<file path="src/rtl/asg_loader_pkg.sv">
`default_nettype none
// ---------------------------------------------------------------------------
// asg_loader_pkg : shared types and constants for the ASG stream loader.
// Rev 1.0
// ---------------------------------------------------------------------------
package asg_loader_pkg;

  localparam int c_guard_default = 16;
  localparam int c_sample_w      = 14;

  typedef enum logic [1:0] {
    ST_IDLE   = 2'd0,
    ST_PRIME  = 2'd1,
    ST_STREAM = 2'd2
  } loader_state_t;

endpackage
`default_nettype wire

</file>
<file path="src/rtl/asg_loader_fill.sv">
`default_nettype none
// ---------------------------------------------------------------------------
// asg_loader_fill : buffer fill level, previous-cycle fill, underrun detect.
// Rev 1.0
// ---------------------------------------------------------------------------
module asg_loader_fill
  import asg_loader_pkg::*;
#(
  parameter int RSZ = 15
) (
  input  logic           dac_clk_i,
  input  logic           dac_rst_i,
  input  logic [RSZ-1:0] i_wpnt,
  input  logic [RSZ-1:0] i_rpnt,
  output logic [RSZ-1:0] o_fill,
  output logic [RSZ-1:0] o_fill_prev,
  output logic           o_undr
);

  logic [RSZ-1:0] w_fill;
  logic [RSZ-1:0] r_fill_prev;

  assign w_fill = i_wpnt - i_rpnt;

  always_ff @(posedge dac_clk_i) begin
    if (dac_rst_i) begin
      r_fill_prev <= '0;
    end else begin
      r_fill_prev <= w_fill;
    end
  end

  // Writes raise fill by at most one per cycle; a bigger jump means the
  // reader wrapped past the writer. Compared one bit wider to avoid wrap.
  assign o_undr = (w_fill == '0) ||
                  ({1'b0, w_fill} > ({1'b0, r_fill_prev} + {{RSZ{1'b0}}, 1'b1}));

  assign o_fill      = w_fill;
  assign o_fill_prev = r_fill_prev;

endmodule
`default_nettype wire

</file>
<file path="src/rtl/red_pitaya_asg_stream_loader.sv">
`default_nettype none
// ---------------------------------------------------------------------------
// red_pitaya_asg_stream_loader : streams samples into an ASG circular buffer,
// primes it before playback and flags underrun. Optional counters via
// ASG_LOADER_STAT_EN.  Rev 1.0
// ---------------------------------------------------------------------------
module red_pitaya_asg_stream_loader
  import asg_loader_pkg::*;
#(
  parameter int RSZ   = 15,
  parameter int GUARD = c_guard_default
) (
  input  logic                  dac_clk_i,
  input  logic                  dac_rst_i,
  input  logic [c_sample_w-1:0] s_dat_i,
  input  logic                  s_vld_i,
  output logic                  s_rdy_o,
  input  logic [RSZ-1:0]        buf_rpnt_i,
  input  logic                  ctl_start_i,
  input  logic                  ctl_stop_i,
  input  logic [RSZ-1:0]        ctl_prime_i,
  output logic                  buf_we_o,
  output logic [RSZ-1:0]        buf_addr_o,
  output logic [c_sample_w-1:0] buf_wdata_o,
  output logic                  run_o,
  output logic [RSZ-1:0]        stat_fill_o,
  output logic                  stat_undr_o
`ifdef ASG_LOADER_STAT_EN
  ,
  output logic [31:0]           stat_acc_o,
  output logic [15:0]           stat_ucnt_o
`endif
);

  localparam logic [RSZ-1:0] c_fill_max = RSZ'((1 << RSZ) - GUARD);

  loader_state_t         r_state;
  loader_state_t         w_state_nxt;
  logic [RSZ-1:0]        r_wpnt;
  logic [RSZ-1:0]        w_wpnt_nxt;
  logic [RSZ-1:0]        w_fill;
  logic [RSZ-1:0]        w_fill_nxt;
  logic [RSZ-1:0]        w_fill_prev;
  logic                  w_undr;
  logic                  w_undr_evt;
  logic                  w_accept;
  logic                  w_start;
  logic                  w_rdy_nxt;
  logic                  r_rdy;
  logic                  r_we;
  logic [RSZ-1:0]        r_addr;
  logic [c_sample_w-1:0] r_wdata;
  logic                  r_undr;

  asg_loader_fill #(
    .RSZ (RSZ)
  ) u_fill (
    .dac_clk_i   (dac_clk_i),
    .dac_rst_i   (dac_rst_i),
    .i_wpnt      (r_wpnt),
    .i_rpnt      (buf_rpnt_i),
    .o_fill      (w_fill),
    .o_fill_prev (w_fill_prev),
    .o_undr      (w_undr)
  );

  assign w_accept   = s_vld_i & r_rdy;
  // A simultaneous stop cancels the start.
  assign w_start    = ctl_start_i & ~ctl_stop_i;
  assign w_undr_evt = (r_state == ST_STREAM) & w_undr;

  always_comb begin
    w_state_nxt = r_state;
    w_wpnt_nxt  = r_wpnt;
    if (w_accept) begin
      w_wpnt_nxt = r_wpnt + RSZ'(1);
    end
    case (r_state)
      ST_IDLE:   w_state_nxt = ST_IDLE;
      ST_PRIME:  if (w_fill >= ctl_prime_i) w_state_nxt = ST_STREAM;
      ST_STREAM: w_state_nxt = ST_STREAM;
      default:   w_state_nxt = ST_IDLE;
    endcase
    if (w_start) begin
      w_state_nxt = ST_PRIME;
      w_wpnt_nxt  = buf_rpnt_i;
    end
    if (ctl_stop_i) begin
      w_state_nxt = ST_IDLE;
    end
    // Ready looks one cycle ahead so the guard band is never crossed.
    w_fill_nxt = w_wpnt_nxt - buf_rpnt_i;
    w_rdy_nxt  = (w_state_nxt != ST_IDLE) && (w_fill_nxt < c_fill_max);
  end

  always_ff @(posedge dac_clk_i) begin
    if (dac_rst_i) begin
      r_state <= ST_IDLE;
      r_wpnt  <= '0;
      r_rdy   <= 1'b0;
      r_we    <= 1'b0;
      r_addr  <= '0;
      r_wdata <= '0;
      r_undr  <= 1'b0;
    end else begin
      r_state <= w_state_nxt;
      r_wpnt  <= w_wpnt_nxt;
      r_rdy   <= w_rdy_nxt;
      r_we    <= w_accept;
      if (w_accept) begin
        r_addr  <= r_wpnt;
        r_wdata <= s_dat_i;
      end
      if (w_start) begin
        r_undr <= 1'b0;
      end else if (w_undr_evt) begin
        r_undr <= 1'b1;
      end
    end
  end

`ifdef ASG_LOADER_STAT_EN
  logic [31:0] r_acc;
  logic [15:0] r_ucnt;

  always_ff @(posedge dac_clk_i) begin
    if (dac_rst_i || w_start) begin
      r_acc  <= '0;
      r_ucnt <= '0;
    end else begin
      if (w_accept) begin
        r_acc <= r_acc + 32'd1;
      end
      if (w_undr_evt && (r_ucnt != 16'hFFFF)) begin
        r_ucnt <= r_ucnt + 16'd1;
      end
    end
  end

  assign stat_acc_o  = r_acc;
  assign stat_ucnt_o = r_ucnt;
`endif

  assign s_rdy_o     = r_rdy;
  assign buf_we_o    = r_we;
  assign buf_addr_o  = r_addr;
  assign buf_wdata_o = r_wdata;
  assign run_o       = (r_state == ST_STREAM);
  assign stat_fill_o = w_fill_prev;
  assign stat_undr_o = r_undr;

endmodule
`default_nettype wire

</file>
<file path="config.mk">
export PLATFORM = sky130hd
export DESIGN_NAME = red_pitaya_asg_stream_loader
export DESIGN_NICKNAME = d
export VERILOG_FILES = /design/src/rtl/asg_loader_pkg.sv /design/src/rtl/asg_loader_fill.sv /design/src/rtl/red_pitaya_asg_stream_loader.sv
export SDC_FILE = /design/constraint.sdc
export NUM_CORES = 1
export LEC_CHECK = 0
export CORE_MARGIN = 3
export CORE_UTILIZATION = 35
export CTS_CLUSTER_SIZE = 8
export DETAILED_ROUTE_END_ITERATION = 12
export PLACE_DENSITY_LB_ADDON = 0.12
export SYNTH_ARGS = -nofsm -noshare
export SYNTH_HDL_FRONTEND = slang
export SYNTH_HIERARCHICAL = 1
export SYNTH_SLANG_ARGS = --single-unit
</file>
<file path="constraint.sdc">
create_clock -name dac_clk_i -period 5 [get_ports dac_clk_i]
set_clock_uncertainty 0.1 [all_clocks]
set_input_delay 1 -clock dac_clk_i [delete_from_list [all_inputs] [get_ports dac_clk_i]]
set_output_delay 1 -clock dac_clk_i [all_outputs]
set_load 0.05 [all_outputs]
</file>
Yosys cells after proc, flatten, opt, wreduce, memory -nomap -nowiden. Cells that the tools add are included.

Bits in writable memories: 0. Register bits after elaboration: 64. Latch bits: 0. Logic and storage cells: 32. Memories: 0. ROM bits: 0. Output and inout port bits: 48.

Shift operators: 0. Bitwise logic cells: 4. Reductions and logical operators: 5. Multipliers: 0. Muxes and demuxes: 6. Equal/unequal tests: 2. Divide/modulo/power cells: 0. Order comparisons: 3. Add/sub/neg operators: 4.

Operators with widths (count): 15-bit two-way mux (2); 15-bit subtractor (2); 15-bit by 1-bit adder with 16-bit output, second input constant (1); 15-bit by 16-bit greater-than comparator with 1-bit output (1); 15-bit by 1-bit adder with 15-bit output, second input constant (1); 15-bit >= comparator (1); 15-bit logical NOT (1); 15-bit < comparator, second input constant (1); 2-bit two-way mux (3); 2-bit case mux with 2 select lines (1); 1-bit AND (3); 2-bit by 1-bit == test with 1-bit output, second input constant (1); 2-bit == test, second input constant (1); 2-bit nonzero test (1); 2-bit OR reduction (1); 1-bit logical AND (1); 1-bit logical OR (1); 1-bit inverter (1).

Depth between registers and ports, before layout. Gate-level depths: netlist of run 1.

Depth after elaboration: 8. Gate-level depth with buffers: 17. Mapped depth without buffers: 17.

By module. The synthesis of run 1 kept the hierarchy.

By module, submodules not included: red_pitaya_asg_stream_loader (sequential area each 980.9 µm², area each 3059.2 µm², cells an instance 396, instances 1); asg_loader_fill (sequential area each 300.3 µm², area each 1770.4 µm², cells an instance 225, instances 1).

Worst setup path after synthesis of run 1. Ideal clock, no wire load.

Path kind: input to register. From: input port buf_rpnt_i[0]. To: register r_undr, in the netlist stat_undr_o. Path buffers: 0. Cell stages on the path: 16. Library setup time: 0.132 ns. Data required time: 4.768 ns. Arrival: 3.891 ns. Setup slack: 0.878 ns. Cell sequence: ha_1 > fa_1 > nand2b_1 > a21o_1 > a31oi_2 > nor3_2 > xor2_1 > inv_1 > ha_1 > nand4_1 > a211oi_1 > o41a_1 > o41ai_1 > o41ai_1 > a21oi_1 > nor3_1.

Word-level cells in the longest chain between the ends: 4.

RTL lines: start: declaration (line red_pitaya_asg_stream_loader.sv:18) `input logic [RSZ-1:0] buf_rpnt_i,`; 15-bit subtractor * (line asg_loader_fill.sv:23) `assign w_fill = i_wpnt - i_rpnt;`; named net w_fill[10] (line red_pitaya_asg_stream_loader.sv:41) `logic [RSZ-1:0] w_fill;`; 15-bit by 16-bit greater-than comparator with 1-bit output or 15-bit logical NOT (tied branches) (line asg_loader_fill.sv:36, asg_loader_fill.sv:35); 1-bit logical OR * (line asg_loader_fill.sv:35) `assign o_undr = (w_fill == '0) ||`; named net w_undr (line red_pitaya_asg_stream_loader.sv:44) `logic w_undr;`; 1-bit AND * (line red_pitaya_asg_stream_loader.sv:70) `assign w_undr_evt = (r_state == ST_STREAM) & w_undr;`; end signal: assignment (line red_pitaya_asg_stream_loader.sv:104) `r_undr <= 1'b0;`; end signal: assignment (line red_pitaya_asg_stream_loader.sv:115) `r_undr <= 1'b0;`; end signal: assignment (line red_pitaya_asg_stream_loader.sv:117) `r_undr <= 1'b1;`; end: declaration (line red_pitaya_asg_stream_loader.sv:53) `logic r_undr;`.

The timed path passes the listed nets; every way through them passes the cells marked *. A chain may end at the register's enable or synchronous reset.

Worst setup path after layout of run 1. Ends and elaborated chain as after synthesis.

==> results.md, run 1 <==
### Outcome
• **status** completed

### Yosys
• **count of mapped cells out of synthesis** 621
• **Synth Net Count** 732
• **sequential-to-total area share from yosys stat** 26.5%
• **main combinational cell family by area after synthesis** simple AND/OR/NAND/NOR gates
• **count of flip-flops with a built-in enable after synthesis** 0
• **Yosys Warn Count** 6
• **Post-synth top flop** sky130_fd_sc_hd__dfxtp_1
• **mux cell area share after synthesis** 0.674%
• **share of the synthesized area in compound gates (AO/OA/AOI/OAI)** 19.1%
• **cell types with the largest area share after synthesis** sky130_fd_sc_hd__dfxtp_1 (27%), sky130_fd_sc_hd__ha_1 (16%), sky130_fd_sc_hd__nand2_1 (7.0%)
• **area share of the leading cell type in the synthesized netlist** 26.5%
• **mean post-synth cell area** 7.78 µm²
• **library cell occupying the most area in the post-synthesis netlist** sky130_fd_sc_hd__dfxtp_1
• **distinct cell type count after synthesis** 66
• **xor/xnor share of the synthesized area** 7.23%
• **total of flip-flops plus latches after synthesis** 64
• **synth cell count leaders** sky130_fd_sc_hd__nand2_1 (90), sky130_fd_sc_hd__inv_1 (65), sky130_fd_sc_hd__dfxtp_1 (64)
• **post-synthesis async set-or-reset flop share** 0%
• **area fraction in and, or, nand and nor cells after synthesis** 24.0%
• **Post-Synthesis Cell Area** 4830 µm²
• **post-synthesis adder-cell area fraction** 16.2%
• **most frequently used cell type in the post-synthesis netlist** sky130_fd_sc_hd__nand2_1

### Floorplan
• **die outline area** 15200 µm²
• **Die Ht** 123 µm
• **std cell rows** 42
• **Chip Width** 123 µm
• **top-level I/O count** 97
• **initial standard-cell utilization of the core** 36.2%
• **area of the core** 13300 µm²

### STA
• **Sum Neg Setup Slack** 0 ps
• **final number of hold-violating endpoints** 0
• **Slew Viols, Final** 0
• **f_max** 216 MHz
• **worst slew margin relative to its limit** 37.0%
• **final worst path period need** 4640 ps
• **final setup vio count** 0
• **final period utilization** 92.7%
• **RSZ-0062 raised after global routing** no
• **transition time at the pin with the least slew margin** 943 ps

### Power and ir drop
• **sequential power share** 33.3%
• **Pwr per Cell Area** 267 nW/µm²
• **maximum ir drop on the vdd rail** 0.173 mV
• **leakage power figure** 0.00270 µW
• **internal cell power** 1120 µW
• **combinational fraction of design power** 31.9%
• **total net switching power** 574 µW
• **fraction of power spent switching nets** 33.8%
• **clock network fraction of total power** 34.8%
• **Pwr Total** 1700 µW

### Layout
• **fill cell count** 1326
• **final standard cell count with taps included and fillers excluded** 912
• **total inserted antenna cells** 0
• **register cell area after layout** 1280 µm²
• **area used by multi-input combinational logic** 3240 µm²
• **synthesis-to-finish area growth** 31.8%
• **net count of the finished layout** 842
• **share of post-route cells with drive strength above 1** 7.47%

### GRT
• **initial antenna violation count** 0
• **all-layer global routing usage** 18.0%
• **largest net degree at the start of global routing** 45
• **global-route wire length before repair** 21900 µm
• **via count of the first global-routing pass** 4376
• **global route total overflow** 0

### Hold path
• **Cells on Worst Hold Path** 2
• **class of the worst hold path** register to register

### Clock tree
• **Clock Sink Count** 64
• **post-CTS setup buffer count** 0
• **Post-CTS Resized** 0
• **total clock buffers created by CTS** 9
• **TritonCTS clock tree** built
• **clock transition at the registers of the reported paths** 50 ps
• **maximum root-to-sink buffer count** 2
• **number of hold buffers added after CTS** 0
• **Root Buffer** sky130_fd_sc_hd__clkbuf_16
• **number of H-tree levels** 3
• **Clock Latency Late Sink** 330 ps

### Routing
• **total length of routed wires** 13600 µm
• **Final ANT Viol Nets** 0
• **number of remaining DRC errors** 0
• **via/cell ratio** 5.07
• **DR vias** 4620
• **detailed-router iteration count before antenna repair** 5
• **first-iteration detailed-routing DRC count** 237
• **detail-routed net length per standard cell** 14.9 µm

### Place
• **last weighted congestion value of the routability-driven placer** 0.991
• **number of port buffers** 96
• **detailed placement HPWL** 11000 µm
• **placed insts** 896

### Worst setup path
• **CP startpoint kind** primary input
• **logic depth of the worst register-to-register path** 17
• **CP cell instances** clkdlybuf4s50_1 > ha_1 > fa_1 > nand2b_1 > a21o_1 > a31oi_2 > nor3_2 > xor2_1 > inv_1 > ha_1 > nand4_1 > a211oi_1 > o41a_1 > o41ai_1 > o41ai_1 > a21oi_1 > nor3_1
• **largest incremental delay on the critical path** 460 ps
• **Critical Path Slowest Stage Cell** sky130_fd_sc_hd__clkdlybuf4s50_1
• **Worst EP required** 5100 ps
• **CP Data Arrival Time** 4740 ps
• **Critical Path Fanout Max** 3
• **type of the setup path with the least slack** primary input to register
• **endpoint type of the worst setup path** register

### Flow run
• **number of maximum-capacitance violations** 0

## per-stage QoR
stage	worst slack (ps)	hold WS, ps	util, %	instance area [µm²]
floorplan	878	368	-	4830
global placement	171	343	45.6	6080
detailed placement	66.9	347	45.6	6080
CTS	388	355	47.7	6360
global route	120	365	47.7	6360
finish	363	352	47.7	6360
## sequential cells by signal, indices dropped and copies added (netlist names)
| signal | cells |
|---|---|
| buf_addr_o | 15 |
| r_wpnt | 15 |
| u_fill/o_fill_prev | 15 |
| buf_wdata_o | 14 |
| r_state | 2 |
| buf_we_o | 1 |
| s_rdy_o | 1 |
| stat_undr_o | 1 |
## cell type report
type,count,area share (%)
flip-flops and latches,64,20.1
well taps,176,3.46
multi-input cells,477,51.0
clock inverters,6,0.688
inverters,65,3.83
clock buffers,10,3.76
repair buffers,114,17.1
## cell usage in the layout (no fill, tap or decap), drive strengths merged, types with 10 or more instances in the layout
master,count
nor2b,23
buf,19
xor2,20
ha,61
dfxtp,64
nor2,36
nand4,15
o21ai,27
clkdlybuf4s50,95
nand3,16
a21oi,55
clkbuf,10
a21o,22
nand2,90
inv,66
xnor2,19
nor3,17
## power by group through the flow
stage,logic [µW],clock network (µW),registers [µW]
2_1_floorplan,300,0,627
3_3_place_gp,533,0,576
3_5_place_dp,540,0,577
4_1_cts,543,605,566
5_1_grt,601,627,569
6_report,541,590,565
## kinds of logic after synthesis
family                     Yosys count
AOI/OAI and AO/OA                  143
xor gates and xnor gates            39
adders and majority gates           62
buffers and inverters               80
DFF                                 64
muxes                                3
and+or+nand+nor                    230
## path summary, 6_finish.rpt
kind                                            startpoint                         end  slack [ps]
worst max-delay path                         buf_rpnt_i[0]    stat_undr_o$_SDFFE_PP0P_         360
worst max register to register        r_wpnt[0]$_SDFF_PP0_    stat_undr_o$_SDFFE_PP0P_        1000
worst min register to register  buf_addr_o[8]$_SDFFE_PP0P_  buf_addr_o[8]$_SDFFE_PP0P_         350
worst min-delay path            buf_addr_o[8]$_SDFFE_PP0P_  buf_addr_o[8]$_SDFFE_PP0P_         350
## per-layer routing
metal | share of wire [%] | vias to the layer above | wire length [µm] | GRT usage, %
met1 | 47 | 2146 | 6380 | 23.6
met3 | 3.3 | 10 | 442 | 2.47
met4 | 1.1 | 0 | 147 | 4.78
met5 | 0 | - | 0 | 0
met2 | 49 | 83 | 6630 | 31.1
li1 | - | 2381 | - | -
## critical path, delay by kind of cell
kind	cells	cell delay, ps
XOR/XNOR	1	250
adder cells (fa/ha/maj)	3	960
buffers and inverters	2	570
AND/OR/NAND/NOR	4	480
AO/OA/AOI/OAI	7	1470
Note: power is estimated with default switching activity, not from simulation.
==> inputs of run 2 (changes only) <==
- SYNTH_HIERARCHICAL: 1 -> not set
==> run 2 against run 1 <==
Against the previous run: area after synthesis down 4.2%; final cell count down 4.6%; via count down 3.0%; sequential cell count unchanged; first-iteration DRC count down 4.6%; combinational power down 1%; synthesized cell count down 5.5%; global-route usage up 0.38 points; maximum frequency down 2.5%.
==> results.md, run 2 <==
### Outcome
• **status** completed

### Worst setup path
• **Critical Path Slowest Stage Cell** sky130_fd_sc_hd__clkdlybuf4s50_1
• **Critical Path Fanout Max** 3
• **endpoint type of the worst setup path** register
• **family of cells with the greatest summed delay on the critical path** compound AO/OA/AOI/OAI gates
• **type of the setup path with the least slack** primary input to register
• **Worst EP required** 5100 ps
• **Crit path buffers/inverters** 2
• **CP startpoint kind** primary input
• **largest incremental delay on the critical path** 520 ps
• **CP Data Arrival Time** 4860 ps
• **CP cell instances** clkdlybuf4s50_1 > ha_1 > inv_1 > fa_1 > a211oi_2 > o21bai_1 > a21boi_2 > o21ai_2 > a221o_1 > a21oi_1 > xnor2_1 > ha_1 > nand3_1 > nor4_1 > a311oi_1 > o31a_1 > a311oi_1 > o41ai_2

### STA
• **f_max** 210 MHz
• **RSZ-0062 raised after global routing** no
• **Slew Viols, Final** 0
• **final worst path period need** 4750 ps
• **worst slew margin relative to its limit** 49.4%
• **transition time at the pin with the least slew margin** 753 ps
• **final number of hold-violating endpoints** 0
• **final setup vio count** 0
• **final period utilization** 95.1%
• **Sum Neg Setup Slack** 0 ps

### Routing
• **Final ANT Viol Nets** 0
• **detail-routed net length per standard cell** 15.3 µm
• **detailed-router iteration count before antenna repair** 4
• **first-iteration detailed-routing DRC count** 226
• **total length of routed wires** 13300 µm
• **via/cell ratio** 5.15
• **number of remaining DRC errors** 0
• **DR vias** 4480

### Layout
• **final standard cell count with taps included and fillers excluded** 870
• **synthesis-to-finish area growth** 33.6%
• **net count of the finished layout** 806
• **total inserted antenna cells** 0
• **share of post-route cells with drive strength above 1** 6.45%
• **most frequent cells in the layout** sky130_fd_sc_hd__nand2_1 (95), sky130_fd_sc_hd__clkdlybuf4s50_1 (95), sky130_fd_sc_hd__dfxtp_1 (64)

### Flow run
• **number of maximum-capacitance violations** 0

### Yosys
• **post-synthesis async set-or-reset flop share** 0%
• **library cell occupying the most area in the post-synthesis netlist** sky130_fd_sc_hd__dfxtp_1
• **distinct cell type count after synthesis** 59
• **area share of the leading cell type in the synthesized netlist** 27.7%
• **Post-synth top flop** sky130_fd_sc_hd__dfxtp_1
• **count of flip-flops with a built-in enable after synthesis** 0
• **sequential-to-total area share from yosys stat** 27.7%
• **Synth Net Count** 698
• **Post-Synthesis Cell Area** 4620 µm²
• **mean post-synth cell area** 7.88 µm²
• **Yosys Warn Count** 0
• **synth cell count leaders** sky130_fd_sc_hd__nand2_1 (95), sky130_fd_sc_hd__dfxtp_1 (64), sky130_fd_sc_hd__ha_1 (61)
• **cell types with the largest area share after synthesis** sky130_fd_sc_hd__dfxtp_1 (28%), sky130_fd_sc_hd__ha_1 (17%), sky130_fd_sc_hd__nand2_1 (7.7%)
• **total of flip-flops plus latches after synthesis** 64
• **most frequently used cell type in the post-synthesis netlist** sky130_fd_sc_hd__nand2_1
• **count of mapped cells out of synthesis** 587

### Place
• **last weighted congestion value of the routability-driven placer** 0.932
• **placed insts** 856
• **detailed placement HPWL** 10300 µm
• **number of port buffers** 96

### Clock tree
• **number of hold buffers added after CTS** 0
• **Clock Sink Count** 64
• **total clock buffers created by CTS** 9
• **TritonCTS clock tree** built
• **Post-CTS Resized** 0
• **post-CTS setup buffer count** 0
• **number of H-tree levels** 3
• **Clock Latency Late Sink** 340 ps
• **clock transition at the registers of the reported paths** 50 ps
• **Root Buffer** sky130_fd_sc_hd__clkbuf_16
• **maximum root-to-sink buffer count** 2

### Floorplan
• **std cell rows** 41
• **top-level I/O count** 97
• **Die Ht** 121 µm
• **Chip Width** 121 µm
• **die outline area** 14600 µm²
• **initial standard-cell utilization of the core** 36.2%
• **area of the core** 12800 µm²

### GRT
• **largest net degree at the start of global routing** 65
• **GR met2 Demand/Resource** 29.0%
• **M3 GR Usage** 2.98%
• **initial antenna violation count** 0
• **global route total overflow** 0
• **via count of the first global-routing pass** 4351
• **all-layer global routing usage** 18.4%
• **most used routing layer in global routing** met2
• **global-route wire length before repair** 21400 µm
• **met1 global-route usage** 25.3%

### Power and ir drop
• **Pwr per Cell Area** 281 nW/µm²
• **maximum ir drop on the vdd rail** 0.176 mV
• **leakage power figure** 0.00248 µW

### Hold path
• **class of the worst hold path** register to register

[run 2: area by class of cell]
| class | count | area (µm²) |
|---|---|---|
| Tap cell | 172 | 215 |
| Fill cell | 1241 | 6600 |
| Inverter | 42 | 158 |
| Clock inverter | 3 | 42.5 |
| Multi-Input combinational cell | 463 | 3120 |
| Clock buffer | 11 | 253 |
| Timing Repair Buffer | 115 | 1110 |
| Sequential cell | 64 | 1280 |
[run 2: kinds of logic (layout without fill, tap and decap cells)]
family | Yosys count | in the layout | share of synthesized area (%)
simple gates | 214 | 214 | 22.0
buf+inv | 60 | 171 | 4.90
compound gates | 140 | 140 | 19.4
xor+xnor | 44 | 44 | 8.33
mux | 3 | 3 | 0.703
fa+ha+maj | 62 | 62 | 16.9
flops | 64 | 64 | 27.7
[run 2: report_power, final]
part / switching [µW] / internal, µW / total [µW]
clock: 230 / 406 / 636
sequential: 32.1 / 535 / 567
combinational: 297 / 237 / 534
total: 558 / 1180 / 1740
[run 2: final timing paths]
| check | cells after the start | start | endpoint | slack [ps] |
|---|---|---|---|---|
| hold reg to reg | 2 | buf_addr_o[1]$_SDFFE_PP0P_ | buf_addr_o[1]$_SDFFE_PP0P_ | 350 |
| hold / removal | 2 | buf_addr_o[1]$_SDFFE_PP0P_ | buf_addr_o[1]$_SDFFE_PP0P_ | 350 |
| setup reg to reg | 16 | r_wpnt[1]$_SDFF_PP0_ | s_rdy_o$_SDFF_PP0_ | 1000 |
| setup / recovery | 18 | buf_rpnt_i[0] | stat_undr_o$_SDFFE_PP0P_ | 250 |
[run 2: layer usage]
| metal | wire length (µm) | vias up |
|---|---|---|
| met5 | 0 | - |
| met3 | 630 | 14 |
| li1 | - | 2269 |
| met4 | 258 | 0 |
| met2 | 5960 | 121 |
| met1 | 6460 | 2076 |
[run 2: through the flow]
stage	hold WS (ps)	setup WS (ps)	area (µm²)	total power, µW	util (%)
after floorplan	369	771	4620	919	-
after global placement	343	131	5880	1100	46.0
after detailed placement	348	-76.9	5880	1110	46.0
after CTS	356	267	6180	1760	48.4
after global routing	376	13.7	6180	1830	48.4
final	352	246	6180	1740	48.4
[run 2: worst reg2reg max path: stages (launching register included)]
cell	delay, ps
sky130_fd_sc_hd__dfxtp_1	480
sky130_fd_sc_hd__ha_1	260
sky130_fd_sc_hd__nand4_1	190
sky130_fd_sc_hd__nor3_1	250
sky130_fd_sc_hd__buf_4	170
sky130_fd_sc_hd__nand3_1	90
sky130_fd_sc_hd__xor2_1	160
sky130_fd_sc_hd__o21ai_0	220
sky130_fd_sc_hd__ha_1	240
sky130_fd_sc_hd__xor2_1	170
sky130_fd_sc_hd__o311ai_0	160
sky130_fd_sc_hd__nor4b_1	320
sky130_fd_sc_hd__nand4_1	120
sky130_fd_sc_hd__or4_1	500
sky130_fd_sc_hd__nor4_1	230
sky130_fd_sc_hd__buf_4	180
sky130_fd_sc_hd__a2bb2oi_1	50
==> inputs of run 3 (changes only) <==
- SETUP_SLACK_MARGIN: not set -> 0.2
==> run 3 against run 2 <==
Against the previous run: non-clock buffer count unchanged; wire length rose by 0.61%; global-route usage unchanged; core utilization increased by 0.45 points; largest power group unchanged; via count is 0.92% lower; clock power barely moved.
==> results.md, run 3 (synthesis gave the netlist of run 2 again) <==
### GRT
• **global-route wire length before repair** 21400 µm
• **via count of the first global-routing pass** 4351
• **global route total overflow** 0
• **largest net degree at the start of global routing** 65
• **initial antenna violation count** 0
• **all-layer global routing usage** 18.4%

### Worst setup path
• **CP cell instances** clkdlybuf4s50_1 > inv_1 > ha_1 > nor2b_1 > o31a_1 > nor4b_1 > o21ai_0 > a21oi_1 > xor2_1 > inv_1 > ha_1 > nand4_1 > nor4_2 > a311oi_1 > o31a_1 > a311oi_2 > o41ai_2
• **type of the setup path with the least slack** primary input to register
• **worst flop-to-flop path endpoint** s_rdy_o$_SDFF_PP0_
• **Reg2Reg Launch Point** r_wpnt[1]$_SDFF_PP0_
• **logic depth of the worst register-to-register path** 16
• **endpoint type of the worst setup path** register
• **Critical Path Slowest Stage Cell** sky130_fd_sc_hd__clkdlybuf4s50_1
• **Worst EP required** 5110 ps
• **Critical Path Fanout Max** 3
• **setup slack, reg-to-reg** 1010 ps
• **largest incremental delay on the critical path** 490 ps
• **CP Data Arrival Time** 4740 ps
• **CP startpoint kind** primary input

### Flow run
• **number of maximum-capacitance violations** 0

### Power and ir drop
• **leakage power figure** 0.00250 µW
• **internal cell power** 1180 µW
• **fraction of power spent switching nets** 32.4%
• **clock network fraction of total power** 36.5%
• **total net switching power** 566 µW
• **sequential power share** 32.4%
• **combinational fraction of design power** 31.1%
• **Pwr per Cell Area** 281 nW/µm²
• **maximum ir drop on the vdd rail** 0.178 mV

### Floorplan
• **initial standard-cell utilization of the core** 36.2%
• **Die Ht** 121 µm
• **die outline area** 14600 µm²
• **top-level I/O count** 97
• **std cell rows** 41
• **area of the core** 12800 µm²
• **Chip Width** 121 µm

### STA
• **Slew Viols, Final** 0
• **f_max** 216 MHz
• **worst slew margin relative to its limit** 46.6%
• **final setup vio count** 0
• **final period utilization** 92.6%
• **transition time at the pin with the least slew margin** 794 ps
• **final worst path period need** 4630 ps
• **RSZ-0062 raised after global routing** no
• **final number of hold-violating endpoints** 0

### Place
• **placed insts** 856
• **number of port buffers** 96
• **last weighted congestion value of the routability-driven placer** 0.932
• **detailed placement HPWL** 10300 µm
• **post-detailed-placement cell area** 5880 µm²

### Layout
• **fill cell count** 1245
• **most frequent cells in the layout** sky130_fd_sc_hd__nand2_1 (95), sky130_fd_sc_hd__clkdlybuf4s50_1 (95), sky130_fd_sc_hd__dfxtp_1 (64)
• **total inserted antenna cells** 0
• **net count of the finished layout** 806
• **summed area of non-filler cells in the final layout** 6230 µm²
• **final standard cell count with taps included and fillers excluded** 870
• **share of post-route cells with drive strength above 1** 7.74%
• **synthesis-to-finish area growth** 34.8%

### Clock tree
• **Post-CTS Resized** 0
• **Root Buffer** sky130_fd_sc_hd__clkbuf_16
• **TritonCTS clock tree** built
• **number of H-tree levels** 3
• **Clock Latency Late Sink** 340 ps
• **total clock buffers created by CTS** 9
• **clock transition at the registers of the reported paths** 50 ps
• **post-CTS setup buffer count** 0
• **Clock Sink Count** 64
• **number of hold buffers added after CTS** 0
• **maximum root-to-sink buffer count** 2

### Routing
• **first-iteration detailed-routing DRC count** 209
• **DR vias** 4439
• **number of remaining DRC errors** 0
• **detailed-router iteration count before antenna repair** 4
• **Final ANT Viol Nets** 0
• **via/cell ratio** 5.10
• **detail-routed net length per standard cell** 15.4 µm
• **total length of routed wires** 13400 µm

### Outcome
• **status** completed

### Hold path
• **launch instance of the worst min-delay path** buf_addr_o[1]$_SDFFE_PP0P_
• **Cells on Worst Hold Path** 2
• **class of the worst hold path** register to register
• **capture endpoint of the worst hold path** buf_addr_o[1]$_SDFFE_PP0P_

run 3: cell types whose count changed in the layout (fill, tap and decap cells not counted), moves of 2 or more:
cell                      delta
sky130_fd_sc_hd__xnor2_2     +2
sky130_fd_sc_hd__a21oi_2     +2
sky130_fd_sc_hd__xnor2_1     -2
sky130_fd_sc_hd__a21oi_1     -2
run 3: worst max-delay path, delay by kind of cell:
family / cells / cell delay, ps
AO/OA/AOI/OAI: 7 / 1300
AND/OR/NAND/NOR: 4 / 880
buffers and inverters: 3 / 690
adder cells (fa/ha/maj): 2 / 600
XOR/XNOR: 1 / 260
run 3: how the worst max path moves through the flow:
stage | from | end | slack [ps] | cells after the start
6_report | buf_rpnt_i[1] | stat_undr_o$_SDFFE_PP0P_ | 370 | 17
5_1_grt | buf_rpnt_i[1] | stat_undr_o$_SDFFE_PP0P_ | 200 | 17
4_1_cts | buf_rpnt_i[0] | stat_undr_o$_SDFFE_PP0P_ | 270 | 18
3_5_place_dp | buf_rpnt_i[0] | stat_undr_o$_SDFFE_PP0P_ | -80 | 18
3_3_place_gp | buf_rpnt_i[1] | stat_undr_o$_SDFFE_PP0P_ | 130 | 17
2_1_floorplan | buf_rpnt_i[0] | stat_undr_o$_SDFFE_PP0P_ | 770 | 17
run 3: per-layer routing:
| metal | vias to the layer above | track usage, % | wire length (µm) |
|---|---|---|---|
| met4 | 0 | 6.80 | 236 |
| met5 | - | 0 | 0 |
| met3 | 15 | 2.98 | 562 |
| met1 | 2059 | 25.3 | 6470 |
| li1 | 2265 | - | - |
| met2 | 100 | 29.0 | 6120 |
run 3: layout make-up:
class	instances	area, µm²	share of cell area (%)
clock buffers	11	253	4.05
multi-input cells	463	3170	50.9
well taps	172	215	3.45
inverters	42	158	2.53
repair buffers	115	1110	17.8
clock inverters	3	42.5	0.682
flip-flops and latches	64	1280	20.5
run 3: per-stage QoR:
stage               power [µW]  setup slack, ps  setup TNS, ps  utilization [%]  hold WS (ps)
global route              1840              200              0             48.8           376
global placement          1100              131              0             46.0           343
floorplan                  919              771              0                -           369
CTS                       1760              267              0             48.4           356
detailed placement        1110            -76.9          -76.9             46.0           348
finish                    1750              372              0             48.8           353
run 3: power by group through the flow:
| stage | clock network, µW | registers [µW] | logic, µW |
|---|---|---|---|
| global placement | 0 | 576 | 526 |
| floorplan | 0 | 631 | 288 |
| detailed placement | 0 | 578 | 530 |
| global route | 675 | 571 | 599 |
| finish | 638 | 567 | 545 |
| CTS | 654 | 567 | 535 |
